### config.mk
export PLATFORM = sky130hd
export DESIGN_NAME = dmem_access_unit
export DESIGN_NICKNAME = d
export VERILOG_FILES = /design/src/rtl/dmem_pkg.sv /design/src/rtl/dmem_load_align.sv /design/src/rtl/dmem_access_unit.sv
export SDC_FILE = /design/constraint.sdc
export NUM_CORES = 1
export LEC_CHECK = 0
export ABC_AREA = 1
export CORE_ASPECT_RATIO = 2
export CORE_UTILIZATION = 35
export CTS_CLUSTER_DIAMETER = 150
export CTS_CLUSTER_SIZE = 16
export DETAILED_ROUTE_END_ITERATION = 16
export PLACE_DENSITY = 0.71
export SYNTH_ARGS = -nofsm -noshare
export SYNTH_HDL_FRONTEND = slang
export SYNTH_SLANG_ARGS = --single-unit
export TNS_END_PERCENT = 100
### constraint.sdc
create_clock -name clock -period 2.2 [get_ports clock]
set_input_delay 0.44 -clock clock [delete_from_list [all_inputs] [get_ports clock]]
set_output_delay 0.44 -clock clock [all_outputs]
set_load 0.03 [all_outputs]
### src/rtl/dmem_pkg.sv
// rtl/dmem_pkg.sv - shared types and helpers for the data-memory access unit
// Contents: funct3 encodings, FSM state enum, store byte-mask and misalignment helpers.
package dmem_pkg;

    localparam logic [2:0] F3_B  = 3'b000;
    localparam logic [2:0] F3_H  = 3'b001;
    localparam logic [2:0] F3_W  = 3'b010;
    localparam logic [2:0] F3_BU = 3'b100;
    localparam logic [2:0] F3_HU = 3'b101;

    typedef enum logic [1:0] {
        S_IDLE = 2'd0,
        S_REQ  = 2'd1,
        S_WAIT = 2'd2,
        S_RESP = 2'd3
    } state_t;

    // funct3[1:0] carries the access size; 011/110/111 fall into the word case.
    function automatic logic [3:0] store_mask(input logic [2:0] funct3, input logic [1:0] a);
        case (funct3[1:0])
            2'b00:   store_mask = 4'b0001 << a;
            2'b01:   store_mask = 4'b0011 << {a[1], 1'b0};
            default: store_mask = 4'b1111;
        endcase
    endfunction

    function automatic logic is_misaligned(input logic [2:0] funct3, input logic [1:0] a);
        case (funct3[1:0])
            2'b00:   is_misaligned = 1'b0;
            2'b01:   is_misaligned = a[0];
            default: is_misaligned = (a != 2'b00);
        endcase
    endfunction

endpackage

### src/rtl/dmem_load_align.sv
// rtl/dmem_load_align.sv - extracts and extends the addressed byte/half/word of a read word
// Ports: rdata (read word), funct3 (width/sign), a (byte offset) -> result (extended data).
module dmem_load_align
    import dmem_pkg::*;
(
    input  logic [31:0] rdata,
    input  logic [2:0]  funct3,
    input  logic [1:0]  a,
    output logic [31:0] result
);

    logic [7:0]  byte_sel;
    logic [15:0] half_sel;

    always_comb begin
        byte_sel = rdata[{a, 3'b000} +: 8];
        // Only a[1] selects the half; a stray a[0] is ignored here.
        half_sel = rdata[{a[1], 4'b0000} +: 16];
        case (funct3)
            F3_B:    result = {{24{byte_sel[7]}}, byte_sel};
            F3_BU:   result = {24'b0, byte_sel};
            F3_H:    result = {{16{half_sel[15]}}, half_sel};
            F3_HU:   result = {16'b0, half_sel};
            default: result = rdata;
        endcase
    end

endmodule

### src/rtl/dmem_access_unit.sv
// rtl/dmem_access_unit.sv - one-at-a-time load/store engine on a req/gnt/rvalid memory port
// Ports: clock, reset (async active-low); io_req_* request handshake and payload;
//        io_mem_* memory port (req/we/addr/wmask/wdata out, gnt/rvalid/rdata in);
//        io_resp_valid/io_resp_data/io_misalign one-cycle completion.
// Option: DMEM_MISALIGN_TRAP_EN makes misaligned H/W requests complete without a
//         memory access and report io_misalign.
module dmem_access_unit
    import dmem_pkg::*;
#(
    parameter int ADDR_W = 32
) (
    input  logic              clock,
    input  logic              reset,
    input  logic              io_req_valid,
    output logic              io_req_ready,
    input  logic              io_req_is_store,
    input  logic [2:0]        io_req_funct3,
    input  logic [ADDR_W-1:0] io_req_addr,
    input  logic [31:0]       io_req_wdata,
    output logic              io_mem_req,
    output logic              io_mem_we,
    output logic [ADDR_W-1:0] io_mem_addr,
    output logic [3:0]        io_mem_wmask,
    output logic [31:0]       io_mem_wdata,
    input  logic              io_mem_gnt,
    input  logic              io_mem_rvalid,
    input  logic [31:0]       io_mem_rdata,
    output logic              io_resp_valid,
    output logic [31:0]       io_resp_data,
    output logic              io_misalign
);

    state_t            state_q, state_d;
    logic              is_store_q;
    logic [2:0]        funct3_q;
    logic [ADDR_W-1:0] addr_q;
    logic [31:0]       wdata_q;
    logic [31:0]       resp_data_q;
    logic [31:0]       load_result;
    logic [31:0]       store_lanes;
    logic              req_misaligned;
    logic              accept;

    assign accept = (state_q == S_IDLE) && io_req_valid;

`ifdef DMEM_MISALIGN_TRAP_EN
    logic misalign_q;

    assign req_misaligned = is_misaligned(io_req_funct3, io_req_addr[1:0]);

    always_ff @(posedge clock or negedge reset) begin
        if (!reset) begin
            misalign_q <= 1'b0;
        end else if (accept) begin
            misalign_q <= req_misaligned;
        end
    end

    assign io_misalign = (state_q == S_RESP) && misalign_q;
`else
    assign req_misaligned = 1'b0;
    assign io_misalign    = 1'b0;
`endif

    dmem_load_align u_load_align (
        .rdata  (io_mem_rdata),
        .funct3 (funct3_q),
        .a      (addr_q[1:0]),
        .result (load_result)
    );

    always_comb begin
        case (funct3_q[1:0])
            2'b00:   store_lanes = {4{wdata_q[7:0]}};
            2'b01:   store_lanes = {2{wdata_q[15:0]}};
            default: store_lanes = wdata_q;
        endcase
    end

    always_ff @(posedge clock or negedge reset) begin
        if (!reset) begin
            state_q <= S_IDLE;
        end else begin
            state_q <= state_d;
        end
    end

    // Response data is zeroed on accept so stores and trapped requests return 0.
    always_ff @(posedge clock or negedge reset) begin
        if (!reset) begin
            is_store_q  <= 1'b0;
            funct3_q    <= 3'b000;
            addr_q      <= '0;
            wdata_q     <= 32'h0;
            resp_data_q <= 32'h0;
        end else if (accept) begin
            is_store_q  <= io_req_is_store;
            funct3_q    <= io_req_funct3;
            addr_q      <= io_req_addr;
            wdata_q     <= io_req_wdata;
            resp_data_q <= 32'h0;
        end else if ((state_q == S_WAIT) && io_mem_rvalid) begin
            resp_data_q <= load_result;
        end
    end

    // Memory-port outputs decode straight from state_q, so an asynchronous reset
    // drops io_mem_req without waiting for a clock edge.
    always_comb begin
        state_d       = state_q;
        io_req_ready  = 1'b0;
        io_mem_req    = 1'b0;
        io_mem_we     = 1'b0;
        io_mem_addr   = '0;
        io_mem_wmask  = 4'b0000;
        io_mem_wdata  = 32'h0;
        io_resp_valid = 1'b0;
        io_resp_data  = 32'h0;
        case (state_q)
            S_IDLE: begin
                io_req_ready = 1'b1;
                if (io_req_valid) begin
                    state_d = req_misaligned ? S_RESP : S_REQ;
                end
            end
            S_REQ: begin
                io_mem_req  = 1'b1;
                io_mem_we   = is_store_q;
                io_mem_addr = {addr_q[ADDR_W-1:2], 2'b00};
                if (is_store_q) begin
                    io_mem_wmask = store_mask(funct3_q, addr_q[1:0]);
                    io_mem_wdata = store_lanes;
                end
                if (io_mem_gnt) begin
                    state_d = is_store_q ? S_RESP : S_WAIT;
                end
            end
            S_WAIT: begin
                if (io_mem_rvalid) begin
                    state_d = S_RESP;
                end
            end
            S_RESP: begin
                io_resp_valid = 1'b1;
                io_resp_data  = resp_data_q;
                state_d       = S_IDLE;
            end
            default: state_d = S_IDLE;
        endcase
    end

endmodule

# Word-level counts from Yosys, hierarchy flattened
# Index checks and enable logic that the tools add are counted.
[totals] register_bits=102 output_inout_bits=105
[classes] shift=4 n_eq_ne=10 reduce_logical=7 muxes=20
[op_table] operator="two-way mux 32 bit" count=6
[op_table] operator="case mux 32 bit (4 select lines)" count=1
[op_table] operator="case mux 32 bit (2 select lines)" count=1
[op_table] operator="indexed part select 32 x 6 -> 16 bit" count=1
[op_table] operator="indexed part select 32 x 6 -> 8 bit" count=1
[op_table] operator="two-way mux 4 bit" count=2
[op_table] operator="case mux 2 bit (4 select lines)" count=1
[op_table] operator="case mux 4 bit (2 select lines)" count=1
[op_table] operator="equality test 3 bit (second input constant)" count=2
[op_table] operator="two-way mux 2 bit" count=3
[op_table] operator="inequality test 2 bit (second input constant)" count=3
[op_table] operator="two-way mux 1 bit" count=5
[op_table] operator="equality test 2 x 1 -> 1 bit (second input constant)" count=2
[op_table] operator="equality test 2 bit (second input constant)" count=2
[op_table] operator="zero test 2 bit" count=2
[op_table] operator="<< shifter 1 x 2 -> 4 bit (first input constant)" count=1
[op_table] operator="<< shifter 2 x 2 -> 4 bit (first input constant)" count=1
[op_table] operator="equality test 3 x 1 -> 1 bit (second input constant)" count=1
[op_table] operator="zero test 3 bit" count=1
[op_table] operator="AND reduction 3 bit" count=1
[op_table] operator="logical AND 1 bit" count=2
[op_table] operator="nonzero test 2 bit" count=1

# Logic depth before layout (Yosys ltp)
[logic_depth] depth_word=4 ltp_mapped=10

# By module
# From an unflattened synthesis, not the netlist that was laid out.
[unflattened] cells_unflattened=854 hier_area_um2=5953.2
[by_module_without_submodules] mod="dmem_access_unit" cells_per_inst=685 n_inst=1 area_each_um2=5081.1
[by_module_without_submodules] mod="dmem_load_align" cells_per_inst=169 n_inst=1 area_each_um2=872.1

# Least setup slack after synthesis
# Ideal clock, no wire load.
[synth_timing] kind="register -> output" start="register state_q[1]" end="output port io_mem_wdata[16]" arrival_ns=2.100 t_required_ns=1.760 path_stages_with_launch=8 setup_slack_ns=-0.340 path_buffers=1 cell_sequence="dfrtp_1 -> inv_1 -> ha_1 -> nand2_1 -> inv_1 -> buf_2 -> o21ai_0 -> a21oi_1"
[synth_between] elab_chain_cells=2
[synth_lines] element="start, declared" line="dmem_access_unit.sv:33" source="state_t state_q, state_d;"
[synth_lines] element="start signal, assigned" line="dmem_access_unit.sv:84" source="state_q <= state_d;"
[synth_lines] element="equality test 2 x 1 -> 1 bit" line="dmem_access_unit.sv:119" source="case (state_q)"
[synth_lines] element="two-way mux 32 bit" line="dmem_access_unit.sv:119"
[synth_lines] element="end, declared" line="dmem_access_unit.sv:24" source="output logic [31:0] io_mem_wdata,"
# No other way between the ends.

# Worst setup path after layout
[layout_timing] start="register state_q[1]" end="output port io_mem_wdata[22]"
# Same word-level chain as after synthesis.

==> flow_summary.json <==
{
  "ys_types": 29,
  "r2r_start": "addr_q[0]",
  "drc": 0,
  "synth-seq-cells": 102,
  "syn_to_final_growth_pct": 50.9,
  "multiInputGateArea_um2": 2500,
  "core_um2": 15300,
  "yosys.area_share.simple": 0.368,
  "clock_latency_ns": 0.35,
  "wire_per_inst_um": 14.7,
  "die-area_um2": 16200,
  "startpoint_type": "register",
  "post-route-util": 0.543,
  "crit_top_cell": "buf_4",
  "cts_tree": "built",
  "htreeDepth": 3,
  "drt_iter0_markers": 250,
  "reg2reg_slack_ns": 0.48,
  "ios": 210,
  "grt_pass1_wl_um": 28000,
  "row_count": 64,
  "synth_area_per_cell_um2": 6.80,
  "hold_viol": 0,
  "cp_max_fo": 6,
  "end_kind": "output port",
  "ant_nets": 0,
  "routed_wl_um": 17800,
  "ys_seq_area_frac": 0.464,
  "synth_area_um2": 5500,
  "initial_utilization": 0.359,
  "min_period_ns": 2.09,
  "die_w_um": 90.6,
  "cp_slowest_cell": "dfrtp_1",
  "setup_violations": 0,
  "drv_slew": 0,
  "rsz0062_at_grt": "no",
  "crit_chain": "inv_2, ha_4, nand2_2, inv_4, buf_4, o21ai_0, a21oi_2, buf_4",
  "cts_sinks": 102,
  "nets": 1120,
  "grt_overflow_total": 0,
  "crit_arrival_ns": 1.65,
  "p_per_area_nw_per_um2": 1270,
  "worstReg2RegEnd": "resp_data_q[26]",
  "synth-compound-area-share": 0.0601,
  "worst-setup-path-type": "reg2out",
  "via_per_inst": 4.65,
  "grt_max_degree": 48,
  "cts_buffers": 9,
  "dr_total_vias": 5645,
  "grt_pass1_vias": 5491,
  "ff_latch_area_um2": 2550,
  "slowest_delay_ns": 0.39,
  "hold_path.class": "in2async",
  "cts_root_buf": "clkbuf_16",
  "slew_headroom": 0.647,
  "io_buffers": 206,
  "path_clk_slew_ns": 0.08,
  "synth_mux_area_frac": 0,
  "synth_fa_ha_area_frac": 0.0114,
  "ys_warn_count": 0,
  "hpwlAfterDp_um": 13100,
  "nFillCells": 1459,
  "status": "finished, final reports clean",
  "drtPass1Iterations": 5,
  "antenna_found_initial": 1,
  "layout_setup_ws_ns": 0.106,
  "worstMarginPinSlew_ns": 0.530,
  "vdd_drop_max_mv": 0.568,
  "place_congestion": 0.868,
  "drive_gt1_frac": 0.173,
  "preCtsSetupSlack_ns": 0.212,
  "die_h_um": 179,
  "grt.total_usage": 0.222,
  "final.setup_skew_ns": 0.0122,
  "crit_required_ns": 1.76,
  "finalCritPeriodShare": 0.952,
  "holdWs_ns": 0.0660,
  "synth_top_family_by_area": "simple AND/OR/NAND/NOR gates",
  "p_leak_nw": 4.68,
  "yosys.area_share.xor_xnor": 0,
  "synth_cells": 808,
  "ctsHoldBuffers": 0,
  "rr_worst_depth": 9,
  "clockBufferDepth": 2,
  "max_freq_ghz": 0.478,
  "drv_cap": 0
}
-- synthesized netlist by cell type --
master,n,share of area
inv_2,2,0.0014
o21ai_0,29,0.026
buf_6,2,0.0041
a21oi_1,16,0.015
nand2_4,2,0.0041
ha_1,5,0.011
clkbuf_1,24,0.016
nand2_1,407,0.28
nor2_1,64,0.044
nor3_1,3,0.0027
o22ai_1,8,0.0091
inv_6,1,0.0016
o211ai_1,1,0.0014
buf_1,4,0.0027
nand3_4,1,0.0032
nand3_1,28,0.025
o21ai_2,1,0.0016
o21ai_1,2,0.0018
buf_4,4,0.0055
nor2_2,2,0.0023
nand2_2,2,0.0023
conb_1,1,0.00068
nand3_2,1,0.0018
o211ai_2,1,0.0023
o21ai_4,1,0.0030
buf_2,7,0.0064
nor2_4,2,0.0041
dfrtp_1,102,0.46
inv_1,85,0.058
-- critical path, delay by kind of cell (launching register included) --
kind	cells	cell delay [ns]
buf+inv	4	0.47
flops	1	0.39
simple gates	1	0.07
fa+ha+maj	1	0.14
compound gates	2	0.24
-- where the power goes --
part	switching (W)	total, W	internal, W
registers	0.000559	0.00327	0.00271
clock network	0.000767	0.00170	0.000933
logic	0.00349	0.00554	0.00205
total	0.00482	0.0105	0.00569
-- sequential cells by signal (all words and copies together), names as in the netlist --
name	cells
addr_q	32
funct3_q	3
is_store_q	1
resp_data_q	32
state_q	2
wdata_q	32
-- cell families after synthesis --
logic type / Yosys count
simple gates: 512
other cells: 1
flops: 102
fa+ha+maj: 5
compound gates: 59
buf+inv: 129
-- area by class of cell --
| cell class | instances | share of cell area |
|---|---|---|
| timing repair buffer | 230 | 0.282 |
| antenna | 1 | 0.000302 |
| tap | 198 | 0.0299 |
| sequential | 102 | 0.308 |
| clock inverter | 6 | 0.00920 |
| inverter | 88 | 0.0407 |
| clock buffer | 10 | 0.0288 |
| multi-input combinational | 579 | 0.301 |
-- layer usage --
metal  vias up  global-route usage  share of wire
met5         -                   0              0
met4         0              0.0874          0.036
met3        33              0.0407          0.056
met2       207               0.410           0.54
met1      2587               0.249           0.37
li1       2818                   -              -
-- worst max path at each step --
stage / endpoint / slack, ns / depth (start not counted) / startpoint
after CTS: io_mem_wmask[3] / -0.004 / 8 / state_q[1]
after floorplan: io_mem_wdata[22] / 0.03 / 7 / state_q[1]
after detailed placement: io_mem_wdata[26] / 0.21 / 8 / state_q[1]
final: io_mem_wdata[22] / 0.11 / 8 / state_q[1]
after global placement: io_mem_wdata[26] / 0.26 / 8 / state_q[1]
after global routing: io_mem_wdata[16] / 0.04 / 7 / state_q[0]
-- layout by cell type (no fill, tap or decap), types with 2 or more instances in the layout --
cell,instances
dfrtp_1,101
clkdlybuf4s50_1,103
buf_12,26
a21oi_1,6
nand2_2,3
nor2_1,64
o22ai_1,8
a21oi_2,10
conb_1,3
o21ai_2,2
o21ai_0,22
buf_4,92
nor2_2,2
nand2_4,3
ha_1,4
buf_6,8
inv_2,3
clkinv_4,3
nand3_1,28
nor2_4,2
nor3_1,2
inv_6,2
o21ai_1,8
clkbuf_16,9
inv_1,83
nand2_1,405
-- through the flow --
step | cell area [um2] | setup TNS, ns | instances | total power [W]
2_1_floorplan | 5550 | 0 | 810 | 0.00668
3_3_place_gp | 7900 | 0 | 1194 | 0.00866
3_5_place_dp | 7900 | 0 | 1194 | 0.00874
4_1_cts | 8250 | -0.00456 | 1212 | 0.0105
5_1_grt | 8300 | 0 | 1214 | 0.0113
6_report | 8300 | 0 | 1214 | 0.0105
-- what timing repair did --
action	in CTS	in global routing
pin swaps	0	3
buffers inserted	1	1
gates resized for setup	12	14
gates cloned	1	0
hold endpoints to repair	0	0
setup endpoints to repair	55	47
Note: power is estimated with default switching activity, not from simulation.
